<file path="src/rtl/hidden_ram_if.sv">
// Bundle of requester, scoreboard and RAM-port signals for the hidden-unit
// activation RAM controller.
interface hidden_ram_if #(
  parameter int DATA_W = 8,
  parameter int ADDR_W = 5
);
  logic              layer_clr;
  logic              wr_req;
  logic [ADDR_W-1:0] wr_addr;
  logic [DATA_W-1:0] wr_data;
  logic              wr_gnt;
  logic              rd_req;
  logic [ADDR_W-1:0] rd_addr;
  logic              rd_gnt;
  logic              rd_valid;
  logic [DATA_W-1:0] rd_data;
  logic [DATA_W-1:0] ram_data;
  logic [ADDR_W-1:0] ram_addr;
  logic              ram_we;
  logic [DATA_W-1:0] ram_q;
  logic [ADDR_W:0]   wr_count;
  logic              all_written;

  modport slave (
    input  layer_clr, wr_req, wr_addr, wr_data, rd_req, rd_addr, ram_q,
    output wr_gnt, rd_gnt, rd_valid, rd_data, ram_data, ram_addr, ram_we,
           wr_count, all_written
  );

  modport master (
    output layer_clr, wr_req, wr_addr, wr_data, rd_req, rd_addr, ram_q,
    input  wr_gnt, rd_gnt, rd_valid, rd_data, ram_data, ram_addr, ram_we,
           wr_count, all_written
  );
endinterface

</file>
<file path="src/rtl/hidden_ram_ctrl.sv">
// Round-robin arbiter for the single-port activation RAM, with a per-entry
// valid scoreboard that holds off reads of entries not yet written.
module hidden_ram_ctrl #(
  parameter int DATA_W = 8,
  parameter int ADDR_W = 5
) (
  input  logic         clk,
  input  logic         rst,
  hidden_ram_if.slave  bus
);
  localparam int DEPTH = 1 << ADDR_W;

  typedef enum logic {
    WIN_WR = 1'b0,
    WIN_RD = 1'b1
  } winner_e;

  logic [DEPTH-1:0] valid_mask_q, valid_mask_d;
  logic [ADDR_W:0]  wr_count_q, wr_count_d;
  logic             all_written_q, all_written_d;
  logic             rd_valid_q, rd_valid_d;
  winner_e          last_winner_q, last_winner_d;

  logic wr_ok, rd_ok, tie, wr_gnt, rd_gnt;

  // A read only competes once its entry holds data for this inference.
  assign wr_ok  = bus.wr_req && !bus.layer_clr && !rst;
  assign rd_ok  = bus.rd_req && valid_mask_q[bus.rd_addr] && !bus.layer_clr && !rst;
  assign tie    = wr_ok && rd_ok;
  assign wr_gnt = wr_ok && (!rd_ok || last_winner_q == WIN_RD);
  assign rd_gnt = rd_ok && !wr_gnt;

  always_comb begin
    // NOTE: every variable gets a default before any branch, so no path
    // leaves one unassigned and no latch is inferred.
    valid_mask_d  = valid_mask_q;
    wr_count_d    = wr_count_q;
    last_winner_d = last_winner_q;
    rd_valid_d    = rd_gnt;

    if (bus.layer_clr) begin
      valid_mask_d = '0;
      wr_count_d   = '0;
    end else if (wr_gnt) begin
      if (!valid_mask_q[bus.wr_addr]) begin
        wr_count_d = wr_count_q + 1'b1;
      end
      valid_mask_d[bus.wr_addr] = 1'b1;
    end

    // Fairness state only moves when both sides actually contended.
    if (tie) begin
      last_winner_d = wr_gnt ? WIN_WR : WIN_RD;
    end

    all_written_d = &valid_mask_d;
  end

  always_ff @(posedge clk) begin
    // NOTE: state registers use non-blocking assignments so every flop
    // samples the pre-edge values regardless of statement order.
    if (rst) begin
      valid_mask_q  <= '0;
      wr_count_q    <= '0;
      all_written_q <= 1'b0;
      rd_valid_q    <= 1'b0;
      last_winner_q <= WIN_RD;
    end else begin
      valid_mask_q  <= valid_mask_d;
      wr_count_q    <= wr_count_d;
      all_written_q <= all_written_d;
      rd_valid_q    <= rd_valid_d;
      last_winner_q <= last_winner_d;
    end
  end

  assign bus.wr_gnt      = wr_gnt;
  assign bus.rd_gnt      = rd_gnt;
  // A read return landing in a reset cycle is dropped.
  assign bus.rd_valid    = rd_valid_q && !rst;
  assign bus.rd_data     = bus.ram_q;
  assign bus.ram_we      = wr_gnt;
  assign bus.ram_addr    = wr_gnt ? bus.wr_addr : bus.rd_addr;
  assign bus.ram_data    = bus.wr_data;
  assign bus.wr_count    = wr_count_q;
  assign bus.all_written = all_written_q;
endmodule

</file>
<file path="src/flat_wrapper.sv">
// flat-port wrapper written by rule: the top's interface ports become plain ports
module hidden_ram_ctrl_flat 
#(
  parameter int DATA_W = 8,
  parameter int ADDR_W = 5
)
  (clk, rst, bus_layer_clr, bus_wr_req, bus_wr_addr, bus_wr_data, bus_rd_req, bus_rd_addr, bus_ram_q, bus_wr_gnt, bus_rd_gnt, bus_rd_valid, bus_rd_data, bus_ram_data, bus_ram_addr, bus_ram_we, bus_wr_count, bus_all_written);
  hidden_ram_if #(.DATA_W(DATA_W), .ADDR_W(ADDR_W)) bus_i ();
  input  logic clk;
  input  logic rst;
  input wire logic [$bits(bus_i.layer_clr)-1:0] bus_layer_clr;
  input wire logic [$bits(bus_i.wr_req)-1:0] bus_wr_req;
  input wire logic [$bits(bus_i.wr_addr)-1:0] bus_wr_addr;
  input wire logic [$bits(bus_i.wr_data)-1:0] bus_wr_data;
  input wire logic [$bits(bus_i.rd_req)-1:0] bus_rd_req;
  input wire logic [$bits(bus_i.rd_addr)-1:0] bus_rd_addr;
  input wire logic [$bits(bus_i.ram_q)-1:0] bus_ram_q;
  output wire logic [$bits(bus_i.wr_gnt)-1:0] bus_wr_gnt;
  output wire logic [$bits(bus_i.rd_gnt)-1:0] bus_rd_gnt;
  output wire logic [$bits(bus_i.rd_valid)-1:0] bus_rd_valid;
  output wire logic [$bits(bus_i.rd_data)-1:0] bus_rd_data;
  output wire logic [$bits(bus_i.ram_data)-1:0] bus_ram_data;
  output wire logic [$bits(bus_i.ram_addr)-1:0] bus_ram_addr;
  output wire logic [$bits(bus_i.ram_we)-1:0] bus_ram_we;
  output wire logic [$bits(bus_i.wr_count)-1:0] bus_wr_count;
  output wire logic [$bits(bus_i.all_written)-1:0] bus_all_written;
  assign bus_i.layer_clr = bus_layer_clr;
  assign bus_i.wr_req = bus_wr_req;
  assign bus_i.wr_addr = bus_wr_addr;
  assign bus_i.wr_data = bus_wr_data;
  assign bus_i.rd_req = bus_rd_req;
  assign bus_i.rd_addr = bus_rd_addr;
  assign bus_i.ram_q = bus_ram_q;
  assign bus_wr_gnt = bus_i.wr_gnt;
  assign bus_rd_gnt = bus_i.rd_gnt;
  assign bus_rd_valid = bus_i.rd_valid;
  assign bus_rd_data = bus_i.rd_data;
  assign bus_ram_data = bus_i.ram_data;
  assign bus_ram_addr = bus_i.ram_addr;
  assign bus_ram_we = bus_i.ram_we;
  assign bus_wr_count = bus_i.wr_count;
  assign bus_all_written = bus_i.all_written;
  hidden_ram_ctrl #(.DATA_W(DATA_W), .ADDR_W(ADDR_W)) u_core (.clk(clk), .rst(rst), .bus(bus_i));
endmodule
</file>
<file path="config.mk">
export PLATFORM = sky130hd
export DESIGN_NAME = hidden_ram_ctrl_flat
export DESIGN_NICKNAME = d
export VERILOG_FILES = /design/src/rtl/hidden_ram_if.sv /design/src/rtl/hidden_ram_ctrl.sv /design/src/flat_wrapper.sv
export SDC_FILE = /design/constraint.sdc
export NUM_CORES = 1
export LEC_CHECK = 0
export ABC_CLOCK_PERIOD_IN_PS = 5800
export CORE_MARGIN = 5
export CORE_UTILIZATION = 39
export CTS_BUF_LIST = sky130_fd_sc_hd__clkbuf_8
export DETAILED_ROUTE_END_ITERATION = 10
export PLACE_DENSITY = 0.65
export SYNTH_ARGS = -nofsm -noshare
export SYNTH_HDL_FRONTEND = slang
export SYNTH_SLANG_ARGS = --single-unit
</file>
<file path="constraint.sdc">
create_clock -name clk -period 5.8 [get_ports clk]
set_input_delay 1.45 -clock clk [delete_from_list [all_inputs] [get_ports clk]]
set_output_delay 1.45 -clock clk [all_outputs]
set_load 0.02 [all_outputs]
</file>
# Yosys cells after proc, flatten, opt, wreduce, memory -nomap -nowiden
# Cells that the tools add are included.
[totals]
regBits = 41
latchBits = 0
ram_bits = 0
romBits = 0
in_bits = 31
out_inout_bits = 32
memories = 0
[op_classes]
n_addsub = 1
multipliers = 0
div = 0
order_cmp = 3
eq_ne = 0
n_shift = 0
mux = 10
bitwise = 2
reduce_logical = 18
[op_table]
columns = ["operator", "n"]
rows = [
  ["$mux 32", 2],
  ["$or 32x32->32", 1],
  ["$reduce_and 32->1", 1],
  ["$lt 5x6->1 const B", 2],
  ["$bmux 1 s5", 2],
  ["$logic_and 1x1->1", 10],
  ["$add 6x1->6 const B", 1],
  ["$demux 1 s5", 1],
  ["$ge 5x1->1 const B", 1],
  ["$mux 5", 1],
  ["$logic_not 1->1", 4],
  ["$mux 1", 4],
  ["$reduce_and 2->1", 1],
  ["$reduce_or 2->1", 1],
  ["$logic_or 1x1->1", 1],
  ["$not 1->1", 1],
]

# Longest topological paths before layout
# Gate-level depths: netlist of run 1.
[depth]
ltp_word = 11
depth_mapped = 11

# Worst setup path before layout of run 1
# No wires, ideal clock.
[synth_timing]
path_kind = "in2out"
start = "input bus_rd_addr[0]"
end = "output bus_rd_gnt"
t_arrival_ps = 3620
t_required_ps = 4350
path_slack_ps = 730
cell_stages = 10
n_path_buf = 4
cell_sequence = "buf_4 buf_8 mux2i_1 mux4_2 a22oi_2 nand3_2 buf_6 and3_4 buf_6 nor3_1"
[synth_via]
elab_chain_len = 10
[synth_rtl]
columns = ["element", "line_no", "source"]
rows = [
  ["start, declared", "flat_wrapper.sv:16", "input wire logic [$bits(bus_i.rd_addr)-1:0] bus_rd_addr;"],
  ["$bmux 1 s5", "hidden_ram_ctrl.sv:28", "assign rd_ok = bus.rd_req && valid_mask_q[bus.rd_addr] && !bus.layer_clr && !rst;"],
  ["$mux 1 (not written as such)", "hidden_ram_ctrl.sv:28", ""],
  ["$logic_and 1x1->1 (3 in series)", "hidden_ram_ctrl.sv:28", ""],
  ["$logic_not 1->1", "hidden_ram_ctrl.sv:30", "assign wr_gnt = wr_ok && (!rd_ok || last_winner_q == WIN_RD);"],
  ["$logic_or 1x1->1", "hidden_ram_ctrl.sv:30", ""],
  ["$logic_and 1x1->1", "hidden_ram_ctrl.sv:30", ""],
  ["net bus_ram_we", "flat_wrapper.sv:24", "output wire logic [$bits(bus_i.ram_we)-1:0] bus_ram_we;"],
  ["$logic_not 1->1", "hidden_ram_ctrl.sv:31", "assign rd_gnt = rd_ok && !wr_gnt;"],
  ["$logic_and 1x1->1", "hidden_ram_ctrl.sv:31", ""],
  ["end, declared", "flat_wrapper.sv:19", "output wire logic [$bits(bus_i.rd_gnt)-1:0] bus_rd_gnt;"],
]
# The timed path passes the listed nets, and every way through them passes these cells. The select of a mux whose other input is x is not followed.

# Worst setup path after layout of run 1
[layout_timing]
start = "input bus_rd_addr[0]"
end = "output bus_ram_addr[4]"
[layout_via]
elab_chain_len = 9
[layout_rtl]
columns = ["element", "line_no", "source"]
rows = [
  ["$bmux 1 s5", "hidden_ram_ctrl.sv:28", ""],
  ["$mux 1 (not written as such)", "hidden_ram_ctrl.sv:28", ""],
  ["$logic_and 1x1->1 (3 in series)", "hidden_ram_ctrl.sv:28", ""],
  ["$logic_not 1->1", "hidden_ram_ctrl.sv:30", ""],
  ["$logic_or 1x1->1", "hidden_ram_ctrl.sv:30", ""],
  ["$logic_and 1x1->1", "hidden_ram_ctrl.sv:30", ""],
  ["$mux 5", "hidden_ram_ctrl.sv:83", "assign bus.ram_addr = wr_gnt ? bus.wr_addr : bus.rd_addr;"],
  ["end, declared", "flat_wrapper.sv:23", "output wire logic [$bits(bus_i.ram_addr)-1:0] bus_ram_addr;"],
]
# Every way passes these cells. The select of a mux whose other input is x is not followed.

==> flow_metrics.env, run 1 <==
export IMPL_dr_max_layer_used="met4"
export IMPL_worstPathRequired_ps=4350
export IMPL_dieArea_um2=8410
export IMPL_design_area_um2=2930
export IMPL_initial_core_util_pct=40.6
export IMPL_yosysWarningCount=0
export IMPL_die_h_um=91.7
export IMPL_critPathCaptureType="output pin"
export IMPL_seq_area_frac_synth_pct=31.5
export IMPL_multi_input_area_um2=1530
export IMPL_tns_ps=0
export IMPL_synth_avg_cell_area_um2=9.61
export IMPL_antenna_cells=0
export IMPL_yosys_most_used_dff="dfxtp_1"
export IMPL_drc_errors=0
export IMPL_post_drt_wl_per_cell_um=18.4
export IMPL_final_util_pct=45.6
export IMPL_min_path_type="flop to flop"
export IMPL_nNetsFinal=313
export IMPL_grt_pass1_wl_mm=10.9
export IMPL_worstPathMaxFanout=17
export IMPL_dpl_cell_area_um2=2840
export IMPL_hold_viol_final=0
export IMPL_core_um2=6420
export IMPL_critPathKind="input pin to output pin"
export IMPL_grt_overflow=0
export IMPL_drt_iter0_drc=107
export IMPL_die_width_um=91.7
export IMPL_worstPathArrival_ps=4210
export IMPL_stdcell_count=359
export IMPL_power_density_nw_per_um2=184
export IMPL_slew_headroom_pct=48.1
export IMPL_met3_length_um=578
export IMPL_first_global_vias=2028
export IMPL_cts_root_buf="clkbuf_8"
export IMPL_track_usage_pct=16.1
export IMPL_status="finished clean"
export IMPL_synth_edff_count=0
export IMPL_timing_final_setup_violations=0
export IMPL_num_fill_cells=637
export IMPL_power_mw=0.540
export IMPL_clkTransAtPathRegs_ps=80
export IMPL_max_slew_worst_pin_slew_ps=776
export IMPL_io_pins=63
export IMPL_fin_crit_ps=5660
export IMPL_syn_inst=271
export IMPL_insertion_delay_ps=300
export IMPL_wl_met2_mm=2.95
export IMPL_startpoint_type="input pin"
export IMPL_htree_levels=2
export IMPL_clockBufferDepth=2
export IMPL_finalClockSkew_ps=7.00
export IMPL_fin_crit_sh_pct=97.6
export IMPL_place_ws_ps=71.5
export IMPL_drv_slew=0
export IMPL_drt_total_wl_mm=6.60
export IMPL_gp_congestion=0.861
export IMPL_vdd_ir_drop_max_mv=0.0899
export IMPL_viasPerCell=5.85
export IMPL_vias=2101
export IMPL_ys_types=52
export IMPL_synth_seq_cells=41
export IMPL_cts_made_buffers=5
export IMPL_dp_cells=351
export IMPL_portBuffers=30
export IMPL_tritoncts="done"
export IMPL_p_leak_nw=1.04
export IMPL_firstDrtPassIters=4
export IMPL_syn_nets=303
export IMPL_post_cts_buffers=0
export IMPL_met1_length_mm=2.99
export IMPL_fin_ws_ps=142
export IMPL_grt_max_degree=36
export IMPL_drt_antenna_violating_nets=0
export IMPL_dpl_hpwl_mm=4.78
export IMPL_mostFrequentLayoutCells="dfxtp_1 (41), nor2_1 (40), clkdlybuf4s50_1 (26), a31oi_1 (24), mux2i_1 (18)"
export IMPL_async_reset_ff_share_pct=0
export IMPL_cts_num_sinks=41
export IMPL_netlist_area_um2=2600
export IMPL_area_growth_pct=12.5
export IMPL_rows=29
export IMPL_seqCellArea_um2=821
export IMPL_whs_ps=502
export IMPL_antenna_found_initial=0
export IMPL_grt_setup_unrepaired="no"
export IMPL_final_common_cell="dfxtp_1"
export IMPL_max_freq_ghz=0.177
export IMPL_drive_above_1_share_pct=13.1
export IMPL_cap_violations=0
sequential cells by signal (all words and copies together) (netlist names):
| signal | cells |
|---|---|
| u_core.bus.all_written | 1 |
| u_core.valid_mask_q | 32 |
| u_core.rd_valid_q | 1 |
| u_core.last_winner_q | 1 |
| u_core.bus.wr_count | 6 |
final cells by class:
class	count	share of cell area, %
Tap cell	77	3.29
Inverter	5	0.640
Clock buffer	5	2.35
Clock inverter	3	0.598
Multi-Input combinational cell	191	52.3
Timing Repair Buffer	37	12.8
Sequential cell	41	28.0
worst max-delay path, cell delays in order:
cell             delay (ps)
clkdlybuf4s50_1         510
buf_12                  180
mux2i_1                 100
mux4_2                  490
a311oi_2                280
nand3_2                 120
and3_4                  250
mux2_4                  300
clkdlybuf4s50_1         530
cell families (layout without fill, tap and decap cells):
| logic type | count (synthesis) | count (layout) | synth area share (%) |
|---|---|---|---|
| AND/OR/NAND/NOR | 99 | 99 | 20.2 |
| AO/OA/AOI/OAI | 48 | 48 | 12.6 |
| flip-flops | 41 | 41 | 31.5 |
| buffers and inverters | 39 | 50 | 9.61 |
| multiplexers | 38 | 38 | 23.9 |
| XOR/XNOR | 5 | 5 | 1.68 |
| adder cells (fa/ha/maj) | 1 | 1 | 0.480 |
final timing paths:
check / from / endpoint / slack [ps] / depth (start not counted)
worst min-delay path: u_core.valid_mask_q[23] / u_core.valid_mask_q[23] / 500 / 2
worst max register to register: u_core.valid_mask_q[24] / u_core.bus.all_written / 3230 / 9
worst max-delay path: bus_rd_addr[0] / bus_ram_addr[4] / 140 / 9
worst min register to register: u_core.valid_mask_q[23] / u_core.valid_mask_q[23] / 500 / 2
cell usage after synthesis (all sizes together) (2+ instances only):
| cell | instances | share of area (%) |
|---|---|---|
| a2111oi | 2 | 0.91 |
| a21o | 2 | 0.58 |
| mux2i | 19 | 7.8 |
| nor3b | 4 | 1.2 |
| and2 | 6 | 1.4 |
| nand2b | 2 | 0.48 |
| nor4 | 4 | 0.96 |
| xor2 | 2 | 0.67 |
| a31oi | 24 | 5.8 |
| mux4 | 14 | 13 |
| nand4b | 2 | 0.67 |
| nand4 | 5 | 1.8 |
| dfxtp | 41 | 32 |
| nand3 | 6 | 1.3 |
| clkbuf | 8 | 1.2 |
| a21oi | 8 | 1.5 |
| or3 | 2 | 0.48 |
| buf | 26 | 7.7 |
| nand2 | 11 | 1.6 |
| and3 | 2 | 0.67 |
| nor2 | 41 | 6.0 |
| mux2 | 5 | 2.9 |
| o21ai | 4 | 0.77 |
| nor3 | 6 | 1.5 |
| xnor2 | 3 | 1.0 |
| nor2b | 4 | 0.96 |
| inv | 5 | 0.72 |
power breakdown:
| part | internal, mW | switching (mW) |
|---|---|---|
| clock network | 0.0831 | 0.102 |
| registers | 0.282 | 0.000668 |
| logic | 0.0331 | 0.0389 |
| total | 0.398 | 0.142 |
layer usage:
metal / vias up / track usage (%)
met3: 9 / 4.34
met1: 990 / 22.0
met5: - / 0
met2: 89 / 25.1
met4: 0 / 4.58
li1: 1013 / -
repair_timing:
item                                   CTS  global route
hold buffers                             0             0
endpoints found under the hold margin    0             0
setup endpoints to repair                0             6
gates resized for setup                  0             4
Power figures use the tool's default switching activity.
==> run 2: changes to the inputs <==
--- a/config.mk
+++ b/config.mk
@@ -14,3 +14,4 @@
 export SYNTH_ARGS = -nofsm -noshare
 export SYNTH_HDL_FRONTEND = slang
 export SYNTH_SLANG_ARGS = --single-unit
+export TNS_END_PERCENT = 1
==> results of run 2 <==
Same layout as run 1: the final DEF is identical, and so are final timing and power.
